### src/rtl/dmem_arbiter.sv
// Two-port arbiter/sequencer for the single-port LC-3 data memory.
// Define DMEM_ARB_ROUND_ROBIN_EN for round-robin ties instead of B priority.
module dmem_arbiter #(
  parameter int ADDR_W       = 16,
  parameter int DATA_W       = 16,
  parameter int STARVE_LIMIT = 4
) (
  input  logic              clk,
  input  logic              rst,
  input  logic              a_req,
  input  logic              a_we,
  input  logic [ADDR_W-1:0] a_addr,
  input  logic [DATA_W-1:0] a_wdata,
  output logic              a_ack,
  output logic [DATA_W-1:0] a_rdata,
  input  logic              b_req,
  input  logic              b_we,
  input  logic [ADDR_W-1:0] b_addr,
  input  logic [DATA_W-1:0] b_wdata,
  output logic              b_ack,
  output logic [DATA_W-1:0] b_rdata,
  output logic              mem_read,
  output logic              mem_write,
  output logic [ADDR_W-1:0] mem_addr,
  output logic [DATA_W-1:0] mem_wdata,
  input  logic [DATA_W-1:0] mem_rdata,
  output logic              busy
);

  localparam logic [1:0] S_IDLE   = 2'd0;
  localparam logic [1:0] S_ACCESS = 2'd1;
  localparam logic [1:0] S_DONE   = 2'd2;

  logic [1:0]        state_q, state_d;
  logic              win_b_q, win_b_d;
  logic              mem_read_q, mem_read_d;
  logic              mem_write_q, mem_write_d;
  logic [ADDR_W-1:0] mem_addr_q, mem_addr_d;
  logic [DATA_W-1:0] mem_wdata_q, mem_wdata_d;
  logic [DATA_W-1:0] a_rdata_q, a_rdata_d;
  logic [DATA_W-1:0] b_rdata_q, b_rdata_d;
  logic              a_ack_q, a_ack_d;
  logic              b_ack_q, b_ack_d;
  logic              grant_b;
  logic              sel_we;

`ifdef DMEM_ARB_ROUND_ROBIN_EN
  logic last_b_q, last_b_d;
`else
  localparam int SW = $clog2(STARVE_LIMIT + 1);
  localparam logic [SW-1:0] LIM = SW'(STARVE_LIMIT);
  logic [SW-1:0] starve_q, starve_d;
`endif

  always_comb begin
`ifdef DMEM_ARB_ROUND_ROBIN_EN
    grant_b  = b_req & (~a_req | ~last_b_q);
    last_b_d = last_b_q;
`else
    // A is forced through once it has lost LIM arbitrations in a row
    grant_b  = b_req & (~a_req | (starve_q != LIM));
    starve_d = starve_q;
`endif
    sel_we      = grant_b ? b_we : a_we;
    state_d     = state_q;
    win_b_d     = win_b_q;
    mem_read_d  = mem_read_q;
    mem_write_d = mem_write_q;
    mem_addr_d  = mem_addr_q;
    mem_wdata_d = mem_wdata_q;
    a_rdata_d   = a_rdata_q;
    b_rdata_d   = b_rdata_q;
    a_ack_d     = 1'b0;
    b_ack_d     = 1'b0;
    unique case (state_q)
      S_IDLE: begin
`ifndef DMEM_ARB_ROUND_ROBIN_EN
        if (!a_req || !grant_b)
          starve_d = '0;
        else if (starve_q != LIM)
          starve_d = starve_q + 1'b1;
`endif
        if (a_req || b_req) begin
          win_b_d     = grant_b;
          mem_addr_d  = grant_b ? b_addr : a_addr;
          mem_wdata_d = grant_b ? b_wdata : a_wdata;
          mem_write_d = sel_we;
          mem_read_d  = ~sel_we;
          state_d     = S_ACCESS;
`ifdef DMEM_ARB_ROUND_ROBIN_EN
          last_b_d    = grant_b;
`endif
        end
      end
      S_ACCESS: begin
        if (mem_read_q) begin
          if (win_b_q) b_rdata_d = mem_rdata;
          else         a_rdata_d = mem_rdata;
        end
        mem_read_d  = 1'b0;
        mem_write_d = 1'b0;
        a_ack_d     = ~win_b_q;
        b_ack_d     = win_b_q;
        state_d     = S_DONE;
      end
      S_DONE:  state_d = S_IDLE;
      default: state_d = S_IDLE;
    endcase
  end

  always_ff @(posedge clk) begin
    if (rst) begin
      state_q     <= S_IDLE;
      win_b_q     <= 1'b0;
      mem_read_q  <= 1'b0;
      mem_write_q <= 1'b0;
      mem_addr_q  <= '0;
      mem_wdata_q <= '0;
      a_rdata_q   <= '0;
      b_rdata_q   <= '0;
      a_ack_q     <= 1'b0;
      b_ack_q     <= 1'b0;
`ifdef DMEM_ARB_ROUND_ROBIN_EN
      last_b_q    <= 1'b1;
`else
      starve_q    <= '0;
`endif
    end else begin
      state_q     <= state_d;
      win_b_q     <= win_b_d;
      mem_read_q  <= mem_read_d;
      mem_write_q <= mem_write_d;
      mem_addr_q  <= mem_addr_d;
      mem_wdata_q <= mem_wdata_d;
      a_rdata_q   <= a_rdata_d;
      b_rdata_q   <= b_rdata_d;
      a_ack_q     <= a_ack_d;
      b_ack_q     <= b_ack_d;
`ifdef DMEM_ARB_ROUND_ROBIN_EN
      last_b_q    <= last_b_d;
`else
      starve_q    <= starve_d;
`endif
    end
  end

  assign a_ack     = a_ack_q;
  assign b_ack     = b_ack_q;
  assign a_rdata   = a_rdata_q;
  assign b_rdata   = b_rdata_q;
  assign mem_read  = mem_read_q;
  assign mem_write = mem_write_q;
  assign mem_addr  = mem_addr_q;
  assign mem_wdata = mem_wdata_q;
  assign busy      = (state_q == S_ACCESS) | (state_q == S_DONE);

endmodule

### config.mk
export PLATFORM = sky130hd
export DESIGN_NAME = dmem_arbiter
export DESIGN_NICKNAME = d
export VERILOG_FILES = /design/src/rtl/dmem_arbiter.sv
export SDC_FILE = /design/constraint.sdc
export NUM_CORES = 1
export LEC_CHECK = 0
export BUFFER_PORTS_ARGS = -buffer_cell sky130_fd_sc_hd__buf_2
export CORE_ASPECT_RATIO = 1.2
export CORE_MARGIN = 4
export CORE_UTILIZATION = 45
export CTS_CLUSTER_SIZE = 30
export DETAILED_ROUTE_END_ITERATION = 8
export PLACE_DENSITY = 0.78
export SYNTH_ARGS = -nofsm -noshare
export SYNTH_HDL_FRONTEND = slang
export SYNTH_SLANG_ARGS = --single-unit
export TNS_END_PERCENT = 30
### constraint.sdc
create_clock -name clk -period 1.89 [get_ports clk]
set_input_delay 0.2835 -clock clk [delete_from_list [all_inputs] [get_ports clk]]
set_output_delay 0.2835 -clock clk [all_outputs]
set_load 0.02 [all_outputs]
== Word level (Yosys, flattened, before mapping) ==
Index checks and enable logic that the tools add are counted.

* Add/sub/neg operators: 1
* Multipliers: 0
* Div/mod/pow operators: 0
* $lt $le $gt $ge: 0
* Equal/unequal tests: 4
* Shift-type cells: 0
* Muxes and demuxes: 11
* Bitwise logic cells: 7
* Reduce and logical (&&, ||, !) cells: 13

{| class="wikitable"
|+ Operators with widths
! kind !! count
|-
| 16-bit two-way mux || 2
|-
| 3-bit two-way mux || 2
|-
| 2-bit AND reduction || 3
|-
| 3-bit AND reduction || 2
|-
| 1-bit inverter || 4
|-
| 1-bit case mux with 2 select lines || 2
|-
| 2-bit case mux with 2 select lines || 1
|-
| 2-bit nonzero test || 2
|-
| 3-bit by 1-bit adder with 3-bit output (second input constant) || 1
|-
| 1-bit two-way mux || 3
|-
| 3-bit inequality test (second input constant) || 1
|-
| 2-bit by 1-bit == test with 1-bit output (second input constant) || 1
|-
| 2-bit == test (second input constant) || 1
|-
| 1-bit zero test || 2
|-
| 2-bit zero test || 1
|-
| 1-bit logical OR || 2
|-
| 2-bit two-way mux || 1
|-
| 2-bit inequality test (second input constant) || 1
|-
| 1-bit bitwise OR || 2
|-
| 2-bit OR reduction || 1
|-
| 1-bit bitwise AND || 1
|}

* Register bits: 74
* Latch bits: 0
* Bits in writable memories: 0
* Memory bits (read-only): 0
* Bits of input ports: 86
* Output and inout port bits: 69
* Logic and storage cells: 47
* Memories: 0

== Longest topological paths before layout ==
Gate-level depths: netlist of run 1.

* Word-level depth: 7
* Gate-level depth with buffers: 8
* Depth with buffers taken out: 6

== Worst setup path after synthesis of run 1 ==
OpenSTA, ideal clock, no wires.

* Path kind: flip-flop to flip-flop
* Start point: register state_q[1]
* End point: register a_rdata_q[12] (netlist: a_rdata[12])
* Setup time: 135 ps
* Arrival time: 1296 ps
* Required time: 1755 ps
* Path slack: 458 ps
* Cell stages (with the launch flop): 9
* Path buffers: 2
* Period minus slack after synthesis: 1432 ps
* Cells stage by stage: dfxtp_1 inv_1 ha_1 nand2_1 or2_1 clkbuf_2 buf_6 nand2_1 a21oi_1

* Cells in the longest elaborated chain, start to end: 2

{| class="wikitable"
|+ Ends and longest elaborated chain
! element !! line !! text
|-
| from (decl) || 34 || <nowiki>logic [1:0] state_q, state_d;</nowiki>
|-
| from (signal assigned) || 129 || <nowiki>state_q <= state_d;</nowiki>
|-
| 2-bit by 1-bit == test with 1-bit output || 75 || <nowiki>unique case (state_q)</nowiki>
|-
| 3-bit AND reduction (no line) || -- ||
|-
| to (signal assigned) || 135 || <nowiki>a_rdata_q <= a_rdata_d;</nowiki>
|-
| to (decl) || 40 || <nowiki>logic [DATA_W-1:0] a_rdata_q, a_rdata_d;</nowiki>
|}

No other way between the ends.
A chain may end at the register's enable or synchronous reset.

== Worst setup path in the final report of run 1 ==
* Start point: register state_q[1]
* End point: register b_rdata_q[7] (netlist: b_rdata[7])

* Cells in the longest elaborated chain, start to end: 2

{| class="wikitable"
|+ Ends and longest elaborated chain
! element !! line !! text
|-
| 2-bit by 1-bit == test with 1-bit output || 75 ||
|-
| 3-bit AND reduction (no line) || -- ||
|-
| to (signal assigned) || 136 || <nowiki>b_rdata_q <= b_rdata_d;</nowiki>
|-
| to (decl) || 41 || <nowiki>logic [DATA_W-1:0] b_rdata_q, b_rdata_d;</nowiki>
|}

No other way between the ends.

==> summary by stage, run 1 <==
Run status
The run finished with clean final reports.

Power and ir drop
In this run the power density over the cells is 939 nW/um^2. The power after layout is 3.98 mW. The reported leakage power is 1.92 nW. The maximum VDD drop is 0.487 mV.

Worst setup path
The worst setup path category is reg -> reg. The number of buffers and inverters on the critical path is 1. The slowest stage of the critical path is the nand3_1 cell. The startpoint kind of the worst setup timing path is a flip-flop.

The largest fanout on the critical path is 16. At the worst endpoint, the required time is 2.09 ns. The worst setup path is captured at a flip-flop. The cell class contributing the biggest share of worst-path delay is simple AND/OR/NAND/NOR gates. For this run, the slowest stage of the critical path takes 0.50 ns. The worst path arrival time is 1.86 ns.

Walking the worst path, the cells encountered are inv_1, ha_1, nand3_1, nand2_1, a21oi_1.

Global routing
The first-pass GRT wire length is 13000 um. Entering global routing, the biggest net connects 55 pins. The number of global-route vias before repair is 2970. The initial antenna violation count is 0.

The final global-route overflow total is 0. The overall track demand over capacity in global routing is 18.5%.

Final layout
The signed area change from the synthesized netlist to the final layout is 31.6%. The post-layout net count is 612. The multi-input combinational cell area is 1530 um^2. The sequential cells in the finished layout cover a total of 1480 um^2. The total of fill cells in the finished design is 616. The finished cells cover 4230 um^2. The number of antenna cells inserted is 0. In the final layout, the share of cells above drive strength 1 is 40.7%.

Timing
The final clock skew is 0.00551 ns. The slack of the critical path is 0.230 ns. Adding up every negative setup slack in the final design gives 0 ns. The final-report max-slew violation count is 0.

Static timing analysis puts the maximum clock frequency at 602 MHz. The smallest clock period supported by the final layout is computed as 1.66 ns. The number of hold violations in the final report was 0. The pin slew with the least headroom to its limit is 0.629 ns. The number of failing setup endpoints in the final timing report is 0. The worst path uses 87.8% of the clock period. In this run the tightest slew margin relative to its limit is 58.0%. Setup repair after global routing left no endpoint under its margin.

Floorplanning
The row count is 33. From bottom edge to top edge, the die measures 101 um. The core region is 6900 um^2. The floorplan step set the die width to 85.2 um.

The die covers 8570 um^2. The effective utilization at floorplan is 46.7%. The number of placed I/O pins is 155.

CTS
The number of buffers between clock root and the deepest sink is 2. The worst-skew pair later-pin latency is 0.34 ns. The number of instances resized during post-cts repair is 0. The number of setup buffers added after CTS is 0. The H-tree generated during clock tree synthesis spans 3 levels. The clock edge transition at the registers on the reported setup and hold paths is 0.08 ns.

CTS placed an instance of clkbuf_8 at the clock tree root. The clock sink total is 74. The hold buffer count at cts is 0.

The CTS buffer count is 9. The TritonCTS clock tree is yes.

Detailed routing
The detailed-route wire length per cell is 13.0 um. The final route contains 3047 vias. The detail route stage leaves a number of antenna-violating nets equal to 0. The via count normalized by instance count is 4.97. The remaining routing DRC violations is 0. The number of detailed-route iterations in the first pass is 4. The number of design-rule violations left by the first detailed-router iteration is 71.

For this block, the routed nets add up to 7950 um of wire.

Synthesis
The cell area after technology mapping is 3220 um^2. The sequential fraction of the synthesis area is 46.0%. The number of flip-flops and latches in the synthesized netlist is 74. The area fraction of the dominant cell type after synthesis is 46.0%. The number of distinct library cells after synthesis is 35. For this run, the leading register cell type out of synthesis is dfxtp_1.

The number of nets in the synthesized netlist is 466. The average footprint of a synthesized cell is 8.58 um^2. The library cell with the largest summed area after synthesis is dfxtp_1. Synthesis handed over a netlist of 375 instances.

Of all flip-flops after synthesis, the portion carrying an async set or reset was 0%. The number of synthesized flops with an enable pin is 0. The yosys synthesis warning count is 0. Yosys attributes the largest share of cell area to dfxtp_1 46%, nand2_1 15%, a311oi_2 13%.

Placed design
The routability congestion estimate from global placement is 0.776. The post-place setup slack is 0.238 ns. The placed wire-length estimate after detailed placement is 5980 um.

The placed cell area is 4020 um^2. The number of buffers inserted by port buffering is 154.

Run
Across the run, the number of max-cap violations was 0.

Min path
The worst hold-check path type is in -> reg.
==> flip-flops by register name (all words and copies together), names as in the netlist <==
name       cells
a_ack          1
a_rdata       16
b_ack          1
b_rdata       16
mem_addr      16
mem_read       1
mem_wdata     16
mem_write      1
starve_q       3
state_q        2
win_b_q        1
==> routing by layer <==
| metal | up-vias | GRT usage, % | routed length, um |
|---|---|---|---|
| li1 | 1549 | - | - |
| met1 | 1366 | 21.9 | 3440 |
| met2 | 122 | 31.9 | 3650 |
| met3 | 10 | 4.91 | 745 |
| met4 | 0 | 7.19 | 125 |
| met5 | - | 0 | 0 |
==> final timing paths <==
kind / startpoint / endpoint / slack [ns] / cells after the start
max: state_q[1]$_SDFFE_PP0P_ / b_rdata[7]$_SDFFE_PP0P_ / 0.23 / 5
min: mem_rdata[9] / b_rdata[9]$_SDFFE_PP0P_ / 0.18 / 3
max reg2reg: state_q[1]$_SDFFE_PP0P_ / b_rdata[7]$_SDFFE_PP0P_ / 0.23 / 5
min reg2reg: b_rdata[0]$_SDFFE_PP0P_ / b_rdata[0]$_SDFFE_PP0P_ / 0.45 / 2
==> cell usage after synthesis, drive strengths merged, types with 2 or more instances <==
library cell,instances
nor3b,3
clkbuf,9
buf,19
nor2,40
mux2i,3
nor2b,2
dfxtp,74
a311oi,32
nand2,133
a21oi,35
nand3,3
ha,5
inv,5
==> placed cells by master (no fill, tap or decap), types with 2 or more instances in the layout <==
cell	Yosys	routed
buf_2	7	154
nand2_1	132	132
dfxtp_1	74	74
nor2_1	39	39
a21oi_1	34	34
a311oi_2	28	28
clkbuf_8	0	9
buf_4	3	6
inv_1	5	5
ha_1	5	5
a311oi_1	4	4
mux2i_1	3	3
buf_12	0	3
nand3_1	2	2
nor2b_1	2	2
nor3b_1	2	2
bufinv_16	0	2
clkinvlp_4	0	2
clkinv_2	0	2
==> worst reg2reg max path, stage by stage, from the launching register on <==
cell and delay [ns]:
dfxtp_1 0.32, inv_1 0.09, ha_1 0.28, nand3_1 0.50, nand2_1 0.24, a21oi_1 0.10
==> stage by stage <==
step                hold slack (ns)  utilization, %  cells
global placement              0.438            58.2    597
CTS                           0.175            61.4    613
global route                  0.182            61.4    613
detailed placement            0.445            58.2    597
finish                        0.184            61.4    613
floorplan                     0.419               -    375
==> logic make-up (layout without fill, tap and decap cells) <==
group                      count (synthesis)  count (layout)  share of synthesized area (%)
buffers and inverters                     33             184                           6.38
AOI/OAI and AO/OA                         72              72                           21.0
muxes                                      3               3                          0.933
DFF                                       74              74                           46.0
and+or+nand+nor                          188             188                           23.8
adders and majority gates                  5               5                           1.94
==> report_power, final <==
| part | switching (mW) | internal (mW) |
|---|---|---|
| registers | 0.0676 | 1.69 |
| clock network | 0.577 | 0.740 |
| logic | 0.549 | 0.356 |
==> layout make-up <==
type,instances,share of cell area (%)
clock inverter,7,2.22
multi-input combinational,268,36.2
timing repair buffer,163,20.7
sequential,74,35.0
inverter,5,0.443
clock buffer,9,2.93
tap,87,2.57
(Power assumes the default switching activity.)
==> inputs of run 2 (changes only) <==
Settings changed: CORE_UTILIZATION 45 to 42, GPL_TIMING_DRIVEN set to 0, PLACE_DENSITY 0.78 to 0.77.
Clock period 1.89 ns to 1.4 ns, I/O delays scaled along.
==> run 2 against run 1 <==
  * The flow now finishes with violations (negative setup slack)
  * Count of clock-buffer cells in the layout grew 2
  * Combinational power is 62% higher
  * Non-clock buffer count grew 24
  * Power increased by 52%
==> summary by stage, run 2 (synthesized netlist as in run 1, its figures left out) <==
Final layout
The number of antenna diodes in the final layout is 0. The signed area change from the synthesized netlist to the final layout is 46.9%. The post-route netlist has 48.5% of its cells at a drive strength greater than 1. Leaving out fill and tap cells, the most frequent cells in the layout are 152 x buf_2, 111 x nand2_1, 70 x dfxtp_1, 38 x nor2_1, 34 x a21oi_1. The library cell used most frequently in the layout, excluding fill and tap cells, is buf_2.

The post-layout net count is 636.

CTS
The clock sink total is 74. TritonCTS built the clock tree. Clock-pin slew was measured on the worst setup and hold paths at 0.08 ns. CTS built an H-tree with a depth of 3. The hold buffer count at cts is 0. The buffer cell driving the clock tree root is clkbuf_8. In this run, CTS created clock tree buffers numbering 9.

The clock reaches the later pin of the worst-skew pair after 0.33 ns. Counting along the longest clock path gives a buffer depth of 2.

Power and ir drop
The analysis attributes to net switching a power of 1.70 mW. Of the total power, the clock network draws 36.1%. The switching part of the total is 28.2%. The share of total power dissipated in combinational logic is 24.4%.

The part of the total power dissipated in sequential elements is 39.5%. In this run the power density over the cells is 1280 nW/um^2. The maximum VDD drop is 0.889 mV. The design draws 6.03 mW. The internal power of the cells totals 4.33 mW.

The analysis attributes to cell leakage a power of 2.13 nW.

Worst setup path
At the worst endpoint, the arrival time is 1.77 ns. The startpoint kind of the worst setup timing path is a flip-flop. The type of element capturing the critical path is a flip-flop. The required time at the endpoint of the critical path is 1.65 ns. The worst setup path is of the reg -> reg kind. The critical path capture point is mem_wdata[5]$_SDFFE_PP0P_. On the critical path the largest part of the delay comes from flip-flops. In this run the worst path has a maximum fanout of 6. The cell with the largest stage delay on the worst path is dfxtp_2. The worst register-to-register path begins at starve_q[0]$_SDFFE_PP0P_. The beginning of the critical path is starve_q[0]$_SDFFE_PP0P_. In this run the register-to-register setup slack is -0.12 ns. The longest individual stage delay on the worst path is 0.35 ns.

Together, buffers and inverters on the worst path number 3. The total stage count of the critical path is 8. The capture instance of the worst register-to-register path is mem_wdata[5]$_SDFFE_PP0P_. The worst-case reg-to-reg path depth is 8.

Walking the worst path, the cells encountered are inv_2, ha_4, nand3_4, and2_4, buf_12, clkbuf_16, nand2_2, a311oi_2.

Timing
The tightest slew margin relative to the limit is 53.2%. Setup slack on the critical path of the routed design comes to -0.121 ns. For the pin with the worst max-slew slack, the measured transition is 0.703 ns.

The final clock skew is 0.00746 ns. Setup repair after global routing could not meet its margin everywhere. The worst hold slack across all endpoints is 0.121 ns. The number of hold violations in the final report is 0. The smallest clock period supported by the final layout is computed as 1.52 ns. After layout, the worst path uses 109% of the clock period. Setup violations remaining at the end of the flow were counted as 28. The setup total negative slack is -1.57 ns. The final-report max-slew violation count is 0. The maximum clock rate is 658 MHz.

Detailed routing
Signal routing reaches up to met4. The remaining routing DRC violations is 0. The amount of wire on met2 after detailed routing is 4420 um. The first detailed-routing pass ran for 4 iterations. Summed over all nets, wire length on met3 after detailed routing comes to 953 um. Summing over every cut layer, the via total after detailed routing is 3215. The number of design-rule violations left by the first detailed-router iteration is 62.

The detailed-route wire length per cell is 14.2 um. The via count normalized by instance count is 5.02. The remaining antenna violation count is 0. The length of routed wiring on met1 is 3500 um.

The total wirelength of the detailed-routed design is 9080 um.

Floorplanning
The die covers 9130 um^2. The height of the die is 104 um. The die outline width is 87.9 um.

The core area is 7360 um^2. The floorplan has 34 rows. The effective utilization at floorplan is 43.7%. The number of placed I/O pins is 155.

Placed design
The congestion estimate from routability-driven global placement came to 0.808. Summed over all nets, the half-perimeter wirelength after detailed placement is 6780 um. Buffers placed on the I/O ports in this run total 153.

Global routing
The number of global-route vias before repair is 3205. The initial antenna violation count is 0. For this run, the total global-route usage over all layers was measured as 19.6%.

Entering global routing, the biggest net connects 17 pins. The final global-route overflow total is 0. The first global-routing pass estimated 14300 um of wire.

Run
The number of violations of the max-capacitance limit is 0.

Run status
The run finished, with violations left. The final reports fail on negative setup slack.

Min path
The worst hold-check path type is in -> reg.
[run 2: worst min path at each step]
stage,start,endpoint,depth (start not counted)
floorplan,mem_rdata[0],a_rdata[0]$_SDFFE_PP0P_,2
global placement,b_rdata[3]$_SDFFE_PP0P_,b_rdata[3]$_SDFFE_PP0P_,2
detailed placement,a_rdata[8]$_SDFFE_PP0P_,a_rdata[8]$_SDFFE_PP0P_,2
CTS,mem_rdata[11],a_rdata[11]$_SDFFE_PP0P_,3
global route,mem_rdata[11],a_rdata[11]$_SDFFE_PP0P_,3
finish,mem_rdata[11],a_rdata[11]$_SDFFE_PP0P_,3
[run 2: power groups by stage]
stage,logic (mW),clock network [mW],registers [mW]
final,1.47,2.18,2.38
after global routing,1.60,2.31,2.41
after CTS,1.41,2.21,2.38
after detailed placement,1.28,0,2.42
after global placement,1.26,0,2.41
after floorplan,0.652,0,2.61
[run 2: metal layers]
| layer | track usage [%] | vias up |
|---|---|---|
| li1 | - | 1604 |
| met1 | 21.9 | 1451 |
| met2 | 33.4 | 139 |
| met3 | 6.18 | 21 |
| met4 | 8.22 | 0 |
| met5 | 0 | - |
[run 2: area by class of cell]
class / count / area [um^2]
inverter: 5 / 21.3
timing repair buffer: 162 / 910
sequential: 74 / 1490
fill: 632 / 2630
buffer: 25 / 235
tap: 90 / 113
clock inverter: 5 / 125
clock buffer: 11 / 141
multi-input combinational: 268 / 1690
[run 2: per-stage QoR]
step	cell area, um^2	util (%)	cells	worst slack [ns]
finish	4730	64.2	640	-0.121
CTS	4590	62.4	638	-0.0426
detailed placement	4100	55.8	618	-0.198
global placement	4100	55.8	618	-0.165
floorplan	3230	-	375	-0.00289
global route	4730	64.2	640	-0.156
[run 2: timing repair]
| item | CTS | global route |
|---|---|---|
| setup endpoints to repair | 62 | 61 |
| cloned | 2 | 1 |
| resized for setup | 46 | 28 |
| buffers inserted | 5 | 1 |
| pin swaps | 6 | 17 |
[run 2: worst register-to-register path: cells and delay by family (launching register included)]
family / cells / cell delay (ns)
AO/OA/AOI/OAI: 1 / 0.25
adder cells (fa/ha/maj): 1 / 0.16
buffers and inverters: 3 / 0.35
flip-flops: 1 / 0.35
AND/OR/NAND/NOR: 3 / 0.32
==> inputs of run 3 (changes only) <==
Settings changed: BUFFER_PORTS_ARGS -buffer_cell sky130_fd_sc_hd__buf_2 to -buffer_cell sky130_fd_sc_hd__buf_4.
==> run 3 against run 2 <==
  * The run still ends with negative setup slack left
  * Wire length up 4.4%
  * Power shrank 4.9%
  * Via count increased by 0.96%
  * Cell count fell by 0.31%
  * Flip-flop and latch count unchanged
  * Sequential share of layout area decreased by 1.1 points
  * Utilization up 2.4 points
  * Non-clock buffer count shrank 2
  * Critical path depth stayed put
  * Setup slack improved by 0.057 ns
  * Die area stayed put
  * Critical endpoint is now mem_wdata[12]$_SDFFE_PP0P_
  * Largest cell class unchanged
==> summary by stage, run 3 (synthesized netlist as in run 1, its figures left out) <==
Detailed routing
For this run, the detailed router's first-pass iteration total came to 5. The remaining antenna violation count is 0. The remaining routing DRC violations is 0. Detailed routing inserted a total of 3246 vias.

The total wirelength of the detailed-routed design is 9480 um. The via count normalized by instance count is 5.09. The detailed router finished its first iteration with 55 violations. The detailed-route wire length per cell is 14.9 um.

Final layout
Relative to the synthesized area, the layout overhead comes to 52.4%. Summing all non-filler instances in the final layout gives an area of 4900 um^2. The total of fill cells in the finished design is 645. The final layout contains 634 nets. The leading cell type in the layout, fill and taps excluded is buf_4.

The share of post-route cells with drive strength above 1 is 45.3%. The multi-input combinational cell area is 1630 um^2. The share of the core filled with cells is 66.6%. The number of antenna cells inserted is 0.

In the final layout, flip-flops and latches occupy 1490 um^2. In the layout the commonest cells are 162 x buf_4, 126 x nand2_1, 70 x dfxtp_1, 39 x nor2_1, 33 x a21oi_1. Excluding fillers, the count of instances in the completed layout stands at 638.

Worst setup path
The worst setup path is of the reg -> reg kind. The required time at the endpoint of the critical path is 1.65 ns. The most critical setup path has its startpoint at starve_q[0]$_SDFFE_PP0P_. The startpoint kind of the worst setup timing path is a flip-flop. The worst path arrival time is 1.72 ns. Along the worst path, the maximum fanout reaches 6. The type of element capturing the critical path is a flip-flop.

The capture instance of the worst register-to-register path is mem_wdata[12]$_SDFFE_PP0P_. The worst reg-to-reg setup slack is -0.06 ns. The launching point of the worst reg2reg path is starve_q[0]$_SDFFE_PP0P_. Counting cells, the worst reg-to-reg path comes to 8.

CTS
The CTS buffer count is 9. The TritonCTS clock tree is yes. For the worst-skew pair, the clock arrives at the later sink with an insertion delay of 0.35 ns. CTS built an H-tree with a depth of 3. The clock sink total is 74. The tree is rooted in a clkbuf_8. In this run, post-CTS hold repair placed 0 buffers. The clock edge transition at the registers on the reported setup and hold paths is 0.08 ns. The longest clock path from root to sink contains 2 buffers.

Min path
The worst hold path begins at mem_rdata[4]. The sink of the worst hold path is a_rdata[4]$_SDFFE_PP0P_. The number of cells on the worst hold path is 3. The worst hold-check path type is in -> reg.

Floorplanning
The row count is 34. During I/O placement, the number of pins put on the boundary was 155. For this configuration, the core starts out at a cell density of 43.7%. The height of the die is 104 um. The die outline width is 87.9 um. The core area is 7360 um^2. The floorplan step defined a die boundary enclosing 9130 um^2.

Power and ir drop
The part of the total power dissipated in sequential elements is 41.6%. The net switching component of the power is 1.71 mW. VDD sags by at most 0.768 mV. The clock network accounts for 31.1% of the total power. The reported leakage power is 2.13 nW.

The switching part of the total is 29.9%. The design internal power is 4.02 mW. Per report_power, the combinational group accounts for 27.2% of the total. In this run the power density over the cells is 1170 nW/um^2.

Timing
Setup repair after global routing could not meet its margin everywhere. Once routing completed, OpenROAD measured the worst setup slack at -0.0633 ns. The final-report max-slew violation count is 0. Setup violations remaining at the end of the flow were counted as 13. For the finished layout, the period the worst path requires is 1.46 ns.

The number of hold violations in the final report is 0. The pin slew with the least headroom to its limit is 0.680 ns. The tightest slew margin relative to the limit is 54.7%. Clock skew on the completed layout was measured at 0.00998 ns.

The ratio of final minimum period to clock period is 105%. The maximum clock rate is 683 MHz.

Global routing
The initial antenna violation count is 0. Across every metal layer, demand over resource in global routing totals 20.7%. The number of global-route vias before repair is 3262.

The first-pass GRT wire length is 15100 um. Entering global routing, the biggest net connects 17 pins. For this run the aggregate overflow at the end of global routing stands at 0.

Run
The number of violations of the max-capacitance limit is 0.

Placed design
At the placement stage, the worst setup path has a slack of -0.211 ns. The placed cell area is 4490 um^2. Routability-driven placement finished with a final weighted congestion of 0.797. The wire-length estimate of the detail-placed layout is 7210 um. Counting tap cells, the placed design contains a total of 618 instances. Input and output buffers added on the ports amount to 153.

Run status
The run finished, with violations left. The final reports fail on negative setup slack.
-- run 3: final cells by class --
cell class                 instances  area share, %
multi-input combinational        268           33.3
sequential                        74           30.4
timing repair buffer             161           25.1
buffer                            24           4.21
clock buffer                      11           2.68
tap                               90           2.30
clock inverter                     5           1.61
inverter                           5          0.434
-- run 3: critical path, stage by stage (launching register included) --
cell	delay [ns]
dfxtp_2	0.35
inv_2	0.05
ha_4	0.16
nand3_4	0.09
and2_4	0.21
buf_12	0.12
buf_8	0.10
nand2_1	0.06
a311oi_2	0.23
-- run 3: per-layer routing --
layer | wire, um | share of wire [%] | vias to the layer above | global-route usage [%]
li1 | - | - | 1598 | -
met1 | 3570 | 38 | 1509 | 22.7
met2 | 4760 | 50 | 125 | 36.5
met3 | 1010 | 11 | 14 | 6.89
met4 | 139 | 1.5 | 0 | 6.69
met5 | 0 | 0 | - | 0
-- run 3: through the flow --
step                      total power [mW]   TNS, ns  hold WS [ns]
after detailed placement              3.87     -7.99         0.448
after global placement                3.84     -5.89         0.442
after floorplan                       3.26  -0.00289         0.346
after global routing                  6.01     -2.64         0.113
after CTS                             5.76    -0.496         0.107
final                                 5.74    -0.529         0.122
-- run 3: worst max-delay path by stage --
| stage | endpoint | slack [ns] | depth (start not counted) |
|---|---|---|---|
| after global placement | mem_addr[4]$_SDFFE_PP0P_ | -0.16 | 6 |
| after floorplan | a_rdata[12]$_SDFFE_PP0P_ | -0.003 | 8 |
| final | mem_wdata[12]$_SDFFE_PP0P_ | -0.06 | 8 |
| after detailed placement | mem_addr[1]$_SDFFE_PP0P_ | -0.21 | 6 |
| after CTS | mem_wdata[13]$_SDFFE_PP0P_ | -0.06 | 8 |
| after global routing | mem_wdata[12]$_SDFFE_PP0P_ | -0.14 | 8 |
-- run 3: power groups by stage --
stage | Sequential, mW | Clock, mW | Combinational (mW)
2_1_floorplan | 2.61 | 0 | 0.652
3_3_place_gp | 2.42 | 0 | 1.42
3_5_place_dp | 2.42 | 0 | 1.45
4_1_cts | 2.39 | 1.81 | 1.57
5_1_grt | 2.41 | 1.91 | 1.69
6_report | 2.39 | 1.79 | 1.56
-- run 3: repair_timing --
action | in CTS | in global routing
setup buffers | 6 | 2
gates resized for setup | 39 | 15
pin swaps | 8 | 7
setup endpoints to repair | 64 | 63
cloned | 2 | 0
